--- src/rtl/pulse_gen.sv ---
// Multi-channel programmable pulse generator with shadow/active config per channel.
// Optional single-period mode is compiled in with `define PULSE_GEN_ONESHOT_EN.
module pulse_gen #(
    parameter int unsigned NUM_CH = 4,   // 1..32
    parameter int unsigned CNT_W  = 16
) (
    input  logic              clk,
    input  logic              rst,
    input  logic              en,
    input  logic [NUM_CH-1:0] ch_en,
    input  logic [NUM_CH-1:0] load,
    input  logic [CNT_W-1:0]  cfg_period,
    input  logic [CNT_W-1:0]  cfg_width,
    input  logic [CNT_W-1:0]  cfg_phase,
    output logic [NUM_CH-1:0] pulse,
    output logic [NUM_CH-1:0] wrap,
    output logic [NUM_CH-1:0] cfg_pend
`ifdef PULSE_GEN_ONESHOT_EN
    ,
    input  logic [NUM_CH-1:0] oneshot,
    output logic [NUM_CH-1:0] done
`endif
);

    typedef enum logic [1:0] {
        ST_IDLE = 2'd0,
        ST_RUN  = 2'd1,
        ST_HALT = 2'd2
    } state_e;

    for (genvar g = 0; g < NUM_CH; g++) begin : g_ch
        state_e           state_q, state_d;
        logic [CNT_W-1:0] count_q, count_d;
        logic [CNT_W-1:0] shd_per_q, shd_per_d;
        logic [CNT_W-1:0] shd_wid_q, shd_wid_d;
        logic [CNT_W-1:0] shd_ph_q,  shd_ph_d;
        logic [CNT_W-1:0] act_per_q, act_per_d;
        logic [CNT_W-1:0] act_wid_q, act_wid_d;
        logic [CNT_W-1:0] act_ph_q,  act_ph_d;
        logic             pulse_q, pulse_d;
        logic             wrap_q,  wrap_d;
        logic             pend_q,  pend_d;
        logic             os_q,    os_d;
        logic             os_in;
        logic [CNT_W-1:0] p_eff, p_last, ph_eff, cnt_inc;
        logic             at_end, at_wrap, xfer;
`ifdef PULSE_GEN_ONESHOT_EN
        logic             done_q, done_d;
        assign os_in = oneshot[g];
`else
        assign os_in = 1'b0;
`endif

        // Effective period/phase derived from the active config only.
        assign p_eff   = (act_per_q == '0) ? CNT_W'(1) : act_per_q;
        assign p_last  = p_eff - CNT_W'(1);
        assign ph_eff  = (act_ph_q < p_eff) ? act_ph_q : '0;
        assign cnt_inc = count_q + CNT_W'(1);
        assign at_end  = (state_q == ST_RUN) && (count_q == p_last);
        assign at_wrap = en && ch_en[g] && at_end;
        assign xfer    = pend_q && (!ch_en[g] || at_wrap);

        always_ff @(posedge clk or negedge rst) begin
            if (!rst) begin
                state_q   <= ST_IDLE;
                count_q   <= '0;
                shd_per_q <= CNT_W'(1);
                shd_wid_q <= '0;
                shd_ph_q  <= '0;
                act_per_q <= CNT_W'(1);
                act_wid_q <= '0;
                act_ph_q  <= '0;
                pulse_q   <= 1'b0;
                wrap_q    <= 1'b0;
                pend_q    <= 1'b0;
                os_q      <= 1'b0;
            end else begin
                state_q   <= state_d;
                count_q   <= count_d;
                shd_per_q <= shd_per_d;
                shd_wid_q <= shd_wid_d;
                shd_ph_q  <= shd_ph_d;
                act_per_q <= act_per_d;
                act_wid_q <= act_wid_d;
                act_ph_q  <= act_ph_d;
                pulse_q   <= pulse_d;
                wrap_q    <= wrap_d;
                pend_q    <= pend_d;
                os_q      <= os_d;
            end
        end

        always_comb begin
            state_d = state_q;
            if (en) begin
                if (!ch_en[g]) begin
                    state_d = ST_IDLE;
                end else begin
                    unique case (state_q)
                        ST_IDLE: state_d = ST_RUN;
                        ST_RUN:  if (at_end && os_q) state_d = ST_HALT;
                        ST_HALT: state_d = ST_HALT;
                        default: state_d = ST_IDLE;
                    endcase
                end
            end
        end

        // A load in the transfer cycle still moves the old shadow to active.
        always_comb begin
            shd_per_d = load[g] ? cfg_period : shd_per_q;
            shd_wid_d = load[g] ? cfg_width  : shd_wid_q;
            shd_ph_d  = load[g] ? cfg_phase  : shd_ph_q;
            act_per_d = xfer ? shd_per_q : act_per_q;
            act_wid_d = xfer ? shd_wid_q : act_wid_q;
            act_ph_d  = xfer ? shd_ph_q  : act_ph_q;
            pend_d    = load[g] || (pend_q && !xfer);
        end

        always_comb begin
            count_d = count_q;
            pulse_d = pulse_q;
            wrap_d  = 1'b0;
            os_d    = os_q;
`ifdef PULSE_GEN_ONESHOT_EN
            done_d  = 1'b0;
`endif
            if (en) begin
                if (!ch_en[g]) begin
                    count_d = '0;
                    pulse_d = 1'b0;
                end else begin
                    unique case (state_q)
                        ST_IDLE: begin
                            count_d = ph_eff;
                            pulse_d = (ph_eff < act_wid_q);
                            os_d    = os_in;
                        end
                        ST_RUN: begin
                            if (at_end) begin
                                count_d = '0;
                                wrap_d  = 1'b1;
                                // New period starts with whatever config applies from here on.
                                pulse_d = !os_q && (act_wid_d != '0);
`ifdef PULSE_GEN_ONESHOT_EN
                                done_d  = os_q;
`endif
                            end else begin
                                count_d = cnt_inc;
                                pulse_d = (cnt_inc < act_wid_q);
                            end
                        end
                        ST_HALT: begin
                            count_d = '0;
                            pulse_d = 1'b0;
                        end
                        default: begin
                            count_d = '0;
                            pulse_d = 1'b0;
                        end
                    endcase
                end
            end
        end

`ifdef PULSE_GEN_ONESHOT_EN
        always_ff @(posedge clk or negedge rst) begin
            if (!rst) done_q <= 1'b0;
            else      done_q <= done_d;
        end
        assign done[g] = done_q;
`endif

        assign pulse[g]    = pulse_q;
        assign wrap[g]     = wrap_q;
        assign cfg_pend[g] = pend_q;
    end

endmodule

--- config.mk ---
export PLATFORM = sky130hd
export DESIGN_NAME = pulse_gen
export DESIGN_NICKNAME = d
export VERILOG_FILES = /design/src/rtl/pulse_gen.sv
export SDC_FILE = /design/constraint.sdc
export NUM_CORES = 1
export LEC_CHECK = 0
export CORE_ASPECT_RATIO = 1.4
export CORE_MARGIN = 2
export CORE_UTILIZATION = 45
export CTS_BUF_LIST = sky130_fd_sc_hd__clkbuf_4
export CTS_CLUSTER_DIAMETER = 30
export DETAILED_ROUTE_END_ITERATION = 10
export DONT_BUFFER_PORTS = 1
export HOLD_SLACK_MARGIN = 0.02
export SLEW_MARGIN = 20
export SYNTH_ARGS = -nofsm -noshare
export SYNTH_HDL_FRONTEND = slang
export SYNTH_SLANG_ARGS = --single-unit
--- constraint.sdc ---
create_clock -name clk -period 5 [get_ports clk]
set_input_delay 1.5 -clock clk [delete_from_list [all_inputs] [get_ports clk]]
set_output_delay 1.5 -clock clk [all_outputs]
set_load 0.02 [all_outputs]
==> impl_metrics.py, run 1 <==
metrics = {
    "run_status": {
        "status": "finished, final reports clean",
    },
    "setup_path": {
        "crit_type": "flop to flop",
        "cp_data_required_time_ns": 5.82,
        "r2r_cells": 11,
        "critical_path.endpoint_type": "flop",
        "start_kind": "flop",
        "critPathMaxFanout": 29,
        "crit_arrival_ns": 5.27,
    },
    "sta": {
        "max_clock_freq_mhz": 225,
        "maxSlewHeadroom_pct": 25.0,
        "setup_viol": 0,
        "worst_hold_slack_ns": 0.277,
        "worstMarginPinSlew_ns": 1.12,
        "rsz0062_at_grt": "false",
        "fin_crit_sh_pct": 89.0,
        "hold_viol": 0,
        "setup-tns-final_ns": 0,
        "setup_ws_ns": 0.548,
        "slew_viol_final": 0,
        "fin_crit_ns": 4.45,
        "fin_skew_ns": 0.0580,
    },
    "hold_path": {
        "hp-class": "primary input to async pin",
    },
    "yosys": {
        "synth_area_per_cell_um2": 11.1,
        "yosysUniqueCellTypes": 83,
        "synth.largest_area_cell": "dfrtp_1",
        "synth_commonest_cells": "460 x dfrtp_1, 325 x mux2_2, 188 x ha_1, 158 x inv_1, 105 x nand2_1",
        "syn_area_mm2": 0.0266,
        "synth_edf_count": 0,
        "postSynthCellCount": 2409,
        "synth_nets": 2656,
        "synth.most_common_cell": "dfrtp_1",
        "ys_seq_area_share_pct": 44.0,
        "synth_warnings": 0,
        "synthTopCellsByArea": "dfrtp_1 43%, mux2_2 14%, ha_1 8.8%",
        "async_flop_share_pct": 100,
        "synth_seq_cells": 468,
        "synth_ff_type": "dfrtp_1",
        "synth_top_area_share_pct": 43.2,
    },
    "detailed_routing": {
        "wire_per_inst_um": 23.3,
        "vias_per_cell": 5.88,
        "drc": 0,
        "top_layer": "met4",
        "first_pass_iters": 5,
        "drtAntennaViolNets": 0,
        "routed_wl_um": 77000,
        "route.met2.wl_um": 39300,
        "met1_length_um": 30600,
        "route.vias.total": 19400,
        "met3_length_um": 3440,
        "drt-initial-drc-count": 1127,
    },
    "final_layout": {
        "n_fill_cell": 5382,
        "nets": 2697,
        "fin_util_pct": 49.6,
        "syn_to_final_growth_pct": 9.12,
        "drive_above_1_share_pct": 24.6,
    },
    "clock_network": {
        "clkLatencyLatePin_ns": 0.92,
        "cts_hold_buf": 0,
        "path_clk_slew_ns": 0.07,
        "clock-root-buffer": "clkbuf_4",
        "cts_buffer_depth": 3,
        "cts_tree": "built",
        "post_cts_buffers": 0,
        "numCtsBuffers": 121,
        "htree_levels": 3,
        "cts.sinks": 468,
    },
    "placement": {
        "place.gp.congestion": 0.933,
        "dp_slack_ns": 0.442,
        "place_hpwl_um": 55800,
        "io_buffers": 0,
    },
    "floorplan": {
        "rows": 105,
        "start_util_pct": 45.5,
        "ios": 71,
        "die-area_mm2": 0.0612,
        "core_area_mm2": 0.0586,
        "die-width_um": 210,
        "die_h_um": 292,
    },
    "grt": {
        "grt_pass1_wl_um": 120000,
        "grt_max_degree": 469,
        "antenna_found_initial": 11,
        "track_usage_pct": 25.7,
        "grt_remaining_overflow": 0,
        "grt_pass1_vias": 20500,
    },
    "power_and_ir_drop": {
        "p_leak_nw": 12.9,
        "power_density_mw_per_mm2": 408,
        "power_mw": 11.9,
        "ir_drop_mv": 0.142,
    },
    "flow_run": {
        "drv_cap": 0,
    },
}
## report_power, final
part	internal [mW]	total, mW	switching (mW)
Sequential	4.35	5.15	0.801
Clock	1.89	3.57	1.68
Combinational	1.56	3.16	1.60
## routing by layer
metal	vias up	global-route usage (%)
li1	8981	-
met1	9786	30.1
met2	495	45.3
met3	180	4.30
met4	0	13.2
met5	-	0
## logic make-up (layout without fill, tap and decap cells)
kind of cell	Yosys count	count (layout)	synth area share (%)
multiplexers	364	364	15.6
flip-flops	468	468	44.0
other	0	12	0
XOR/XNOR	112	112	3.68
AND/OR/NAND/NOR	583	583	12.5
AO/OA/AOI/OAI	425	425	11.1
buffers and inverters	269	407	4.27
adder cells (fa/ha/maj)	188	188	8.83
## cell type report
type,instances,area [um^2],share of cell area [%]
clock inverters,50,385,1.33
flip-flops and latches,468,11700,40.3
inverters,159,597,2.05
multi-input cells,1672,13800,47.5
repair buffers,28,308,1.06
well taps,749,937,3.22
diodes,12,30.0,0.103
clock buffers,170,1280,4.39
## per-stage QoR
stage | area (um^2) | std cells
finish | 29100 | 3308
global route | 29100 | 3305
CTS | 29000 | 3293
detailed placement | 27300 | 3073
global placement | 27300 | 3073
floorplan | 26600 | 2409
## registers in the layout (all words and copies together), names as in the netlist
| register | cells |
|---|---|
| g_ch.act_per_q | 64 |
| g_ch.act_ph_q | 64 |
| g_ch.act_wid_q | 64 |
| g_ch.count_q | 64 |
| g_ch.pend_q | 4 |
| g_ch.pulse_q | 4 |
| g_ch.shd_per_q | 64 |
| g_ch.shd_ph_q | 64 |
| g_ch.shd_wid_q | 64 |
| g_ch.state_q | 8 |
| g_ch.wrap_q | 4 |
## layout by cell type, fill, tap and decap left out, drive strengths merged, types with 12 or more instances in the layout
master | netlist | final
a21oi | 62 | 62
o21a | 15 | 15
nor3 | 40 | 40
clkbuf | 55 | 170
nor2 | 72 | 72
nand4 | 51 | 51
nand3 | 61 | 61
a221o | 13 | 13
dfrtp | 460 | 460
or4 | 12 | 12
and2 | 63 | 63
ha | 188 | 188
nor2b | 19 | 19
clkinv | 0 | 39
o211ai | 12 | 12
inv | 159 | 161
a22oi | 49 | 49
xnor2 | 85 | 85
a2111oi | 14 | 14
xor2 | 27 | 27
nor4 | 59 | 59
and3 | 43 | 43
mux2 | 354 | 354
a21o | 41 | 41
buf | 55 | 28
o21ai | 102 | 102
diode | 0 | 12
nand2 | 105 | 105
o2bb2ai | 30 | 30
## critical path, stage by stage (launching register included)
cell	delay [ns]
dfrtp_1	0.46
nor4_4	0.54
a41oi_1	0.26
ha_1	0.30
xnor2_1	0.13
a2111oi_0	0.39
o2111ai_1	0.16
or4b_1	0.56
o41ai_1	0.45
and2_2	0.42
buf_4	0.33
mux2_2	0.37
## repair_timing
action	CTS	global route
resized for setup	0	1
endpoints found under the setup margin	0	1
endpoints found under the hold margin	0	0
## final timing paths
| kind | slack [ns] | startpoint | endpoint |
|---|---|---|---|
| max in group asynchronous | 2.49 | rst | g_ch[0].act_per_q[8] |
| setup / recovery | 0.55 | g_ch[0].act_per_q[4] | g_ch[0].act_per_q[0] |
| hold reg to reg | 0.47 | g_ch[0].shd_per_q[8] | g_ch[0].act_per_q[8] |
| hold / removal | 0.28 | rst | g_ch[1].count_q[1] |
| setup reg to reg | 0.55 | g_ch[0].act_per_q[4] | g_ch[0].act_per_q[0] |
| min in group clk | 0.47 | g_ch[0].shd_per_q[8] | g_ch[0].act_per_q[8] |
Note: power is estimated with default switching activity, not from simulation.
==> run 2, diff against run 1 <==
CORE_ASPECT_RATIO = 1.2   (was 1.4)
==> run 2 against run 1 <==
Compared with the run above:
- the run now ends with slew limit left
- critical path type unchanged
- sequential power about the same
- routed wire length rose by 2.3%
- worst setup slack lost 0.20 ns
- via count grew 0.91%
- count of clock-buffer cells in the layout up 18
- sequential cell count stayed put
- sequential share of layout area increased by 0.050 points
==> impl_metrics.py, run 2 (synthesis gave the netlist of run 1 again) <==
metrics = {
    "sta": {
        "slew_viol_final": 29,
        "maxSlewHeadroom_pct": -1.19,
        "worstMarginPinSlew_ns": 1.52,
        "fin_skew_ns": 0.0598,
        "setup_ws_ns": 0.345,
        "fin_crit_sh_pct": 93.1,
        "setup-tns-final_ns": 0,
        "fin_crit_ns": 4.66,
        "rsz0062_at_grt": "false",
        "setup_viol": 0,
        "max_clock_freq_mhz": 215,
        "hold_viol": 0,
    },
    "floorplan": {
        "die-area_mm2": 0.0612,
        "rows": 97,
        "die-width_um": 226,
        "core_area_mm2": 0.0585,
        "die_h_um": 271,
        "start_util_pct": 45.5,
        "ios": 71,
    },
    "grt": {
        "antenna_found_initial": 13,
        "grt_pass1_vias": 20100,
        "track_usage_pct": 26.4,
        "grt_remaining_overflow": 0,
        "grt_max_degree": 469,
        "grt_pass1_wl_um": 122000,
    },
    "run_status": {
        "violations": "slew limit",
        "status": "finished with violations",
    },
    "setup_path": {
        "rrSetupSlack_ns": 0.34,
        "rr_startpoint": "g_ch[3].act_per_q[4]",
        "crit_type": "flop to flop",
        "crit_top_cell": "a21oi_1",
        "crit_cells": 12,
        "critPathBufInv": 1,
        "cp-startpoint": "g_ch[3].act_per_q[4]",
        "start_kind": "flop",
        "critPathMaxFanout": 20,
        "critical_path.endpoint_type": "flop",
        "crit_family": "simple AND/OR/NAND/NOR gates",
        "crit_end": "g_ch[3].act_per_q[2]",
        "r2r_end": "g_ch[3].act_per_q[2]",
        "critPathMaxStageDelay_ns": 0.70,
        "crit_slowest_cell": "a32oi_4",
        "crit_arrival_ns": 5.48,
        "r2r_cells": 12,
        "cp_data_required_time_ns": 5.82,
        "path_cells": "or4_4 -> nor4_4 -> a21oi_1 -> ha_1 -> or3b_2 -> nor4_2 -> and4b_1 -> a311oi_1 -> a21oi_1 -> a32oi_4 -> buf_4 -> mux2_2",
    },
    "detailed_routing": {
        "wire_per_inst_um": 23.5,
        "route.vias.total": 19600,
        "vias_per_cell": 5.85,
        "drtAntennaViolNets": 0,
        "first_pass_iters": 6,
        "drt-initial-drc-count": 1386,
        "drc": 0,
        "routed_wl_um": 78800,
    },
    "clock_network": {
        "cts_tree": "built",
        "cts_buffer_depth": 3,
        "numCtsBuffers": 136,
        "path_clk_slew_ns": 0.06,
        "cts.sinks": 468,
        "clock-root-buffer": "clkbuf_4",
        "clkLatencyLatePin_ns": 0.97,
        "htree_levels": 4,
    },
    "final_layout": {
        "nets": 2704,
        "n_fill_cell": 5400,
        "regArea_mm2": 0.0117,
        "final_cell_mix": "460 x dfrtp_1, 325 x mux2_2, 188 x ha_1, 188 x clkbuf_4, 158 x inv_1",
        "multi_input_area_mm2": 0.0138,
        "drive_above_1_share_pct": 24.5,
        "syn_to_final_growth_pct": 8.99,
        "final_common_cell": "dfrtp_1",
        "fin_util_pct": 49.6,
    },
    "power_and_ir_drop": {
        "power_density_mw_per_mm2": 410,
        "p_leak_nw": 12.9,
        "ir_drop_mv": 0.175,
    },
    "flow_run": {
        "drv_cap": 0,
    },
    "hold_path": {
        "hp-class": "primary input to async pin",
    },
    "placement": {
        "place_hpwl_um": 56100,
        "dp_slack_ns": 0.436,
        "place.gp.congestion": 0.937,
        "io_buffers": 0,
    },
}
==> run 2: through the flow <==
step | hold WS [ns] | area, um^2 | std cells | power, mW
after global placement | 0.459 | 27300 | 3111 | 8.13
after CTS | 0.139 | 29000 | 3348 | 12.0
after detailed placement | 0.463 | 27300 | 3111 | 8.26
after floorplan | 0.446 | 26600 | 2409 | 7.36
after global routing | 0.143 | 29000 | 3353 | 12.7
final | 0.272 | 29000 | 3354 | 11.9
==> run 2: metal layers <==
layer,routed length [um],share of wire [%],global-route usage [%]
met5,0,0,0
met4,2320,3.0,9.61
met3,3760,4.8,6.03
met2,39100,50,43.9
met1,33600,43,33.4
==> run 2: worst min-delay path by stage <==
stage	end	cells after the start	startpoint
2_1_floorplan	g_ch[0].act_per_q[10]	2	g_ch[0].shd_per_q[10]
3_3_place_gp	g_ch[0].act_per_q[8]	2	g_ch[0].shd_per_q[8]
3_5_place_dp	g_ch[0].act_per_q[10]	2	g_ch[0].shd_per_q[10]
4_1_cts	g_ch[1].shd_ph_q[0]	0	rst
5_1_grt	g_ch[1].shd_wid_q[6]	0	rst
6_report	g_ch[1].shd_wid_q[11]	0	rst
==> run 2: cell type report <==
class / count / share of cell area [%]
Antenna cell: 6 / 0.0517
Clock buffer: 188 / 4.86
Clock inverter: 49 / 1.06
Inverter: 159 / 2.06
Multi-Input combinational cell: 1672 / 47.6
Sequential cell: 468 / 40.4
Tap cell: 792 / 3.41
Timing Repair Buffer: 20 / 0.646
==> run 2: power breakdown <==
group          switching [mW]  internal [mW]
Sequential              0.812           4.35
Combinational            1.54           1.54
Clock                    1.72           1.95
==> run 2: repair_timing <==
action,4_1_cts,5_1_grt
buffers inserted,0,0
hold buffers,0,0
gates resized for setup,0,1
endpoints found under the setup margin,0,1
==> RTL edit: new RTL, config.mk and constraints of run 2 <==
Set the parameter `NUM_CH` to 5 (it was 4).
--- a/src/rtl/pulse_gen.sv
+++ b/src/rtl/pulse_gen.sv
@@ -1,7 +1,7 @@
 // Multi-channel programmable pulse generator with shadow/active config per channel.
 // Optional single-period mode is compiled in with `define PULSE_GEN_ONESHOT_EN.
 module pulse_gen #(
-    parameter int unsigned NUM_CH = 4,   // 1..32
+    parameter int unsigned NUM_CH = 5,   // 1..32
     parameter int unsigned CNT_W  = 16
 ) (
     input  logic              clk,
Interface: changed (5 resized); port bits go from 71 to 76. The function was not compared with the original's and may differ.
==> RTL edit against run 2 <==
The flow still finishes with violations (slew limit); routed wire length rose by 24%; sequential share of layout area down 0.060 points; power increased by 25%; setup slack gained 0.22 ns; area after synthesis up 25%; final area rose by 25%; sequential cell count increased by 117; critical path depth shrank 1; count of clock-buffer cells in the layout up 34.
==> RTL edit: results (changes against run 2) <==
- The flow ran to the end, but the final reports show violations.
- The final reports fail on slew limit.
- The final critical delay including setup and external delays came to 4.439 ns (-0.2164 ns).
- The commonest cells after synthesis are sky130_fd_sc_hd__dfrtp_1, sky130_fd_sc_hd__mux2_2, sky130_fd_sc_hd__ha_1.
- The maximum number of pins on one net before global-route repair is 586 (+25%).
- The number of buffers created by CTS came to 159 (+17%).
- The met1 layer usage reported by global route came to 0.3191 (-0.01453).
- The final-stage net count is 3335 (+23%).
- The worst endpoint data arrival time is 5.38 ns (-0.10 ns).
- The routed metal-1 wirelength is 40.28 mm (+20%).
- The met3 layer usage reported by global route is 0.06211 (+0.001840).
- The setup slack after placement is 0.5102 ns (+0.07457 ns).
- The via count of the first global-routing pass is 25020 (+24%).
- The worst setup slack for register-to-register paths was 0.56 ns (+0.22 ns).
- The worst hold slack across all endpoints is 0.2105 ns (-0.06154 ns).
- The largest vdd supply drop came to 0.0002423 V (+38%).
- The first-pass detailed-route iteration total is 5 (-1).
- The initial DRC count was 1640 (+18%).
- The net count of the mapped netlist is 3290 (+24%).
- The cell count after placement is 3821 (+23%).
- The uppermost layer routed is met5.
- The placer's final routability congestion estimate is 0.9152 (-2.3%).
- The slowest stage of the critical path belongs to the cell sky130_fd_sc_hd__nor4_1.
- Sorting the synthesized cells by area gives the leading types as sky130_fd_sc_hd__dfrtp_1, sky130_fd_sc_hd__mux2_2, sky130_fd_sc_hd__ha_1.
- The share of post-route cells with drive strength above 1 is 0.2417 (-0.003239).
- The unique cell type count in the Yosys netlist is 94 (+13%).
- The count of final max-slew check failures is 460 (+1500%).
- The cell depth of the worst flop-to-flop path is 11 (-1).
- The setup skew after layout came to 0.05971 ns (-0.0001082 ns).
- The sequential area share after synthesis was 0.4385 (-0.001392).
- The critical path capture point is g_ch[1].pulse_q.
- The area share of fa/ha/maj cells after synthesis is 0.08801 (-0.0002794).
- The overall fraction of global-route tracks in use is 0.2584 (-0.005150).
- The transition time at the pin with the least slew margin was 2.658 ns (+1.141 ns).
- The number of antenna violations at the first check in global routing came to 24 (+11).
- The half-perimeter wire length after placement is 68.44 mm (+22%).
-- RTL edit: worst reg2reg max path: cells and delay by family (launching register included) --
kind,cells,cell delay [ns]
AO/OA/AOI/OAI,5,1.37
flip-flops,1,0.47
adder cells (fa/ha/maj),1,0.41
AND/OR/NAND/NOR,4,2.04
XOR/XNOR,1,0.13
-- RTL edit: where the power goes --
group          leakage (nW)  internal [W]  switching, W
Clock                  1.24       0.00238       0.00208
Combinational          8.00       0.00200       0.00198
Sequential             7.02       0.00545       0.00104
-- RTL edit: final cells by class --
type | instances | area [um2]
Tap cell | 943 | 1180
Sequential cell | 585 | 14650
Clock buffer | 222 | 1667
Fill cell | 6707 | 37290
Inverter | 197 | 739.5
Clock inverter | 53 | 417.9
Multi-Input combinational cell | 2071 | 17350
Antenna cell | 38 | 95.09
Timing Repair Buffer | 25 | 250.2
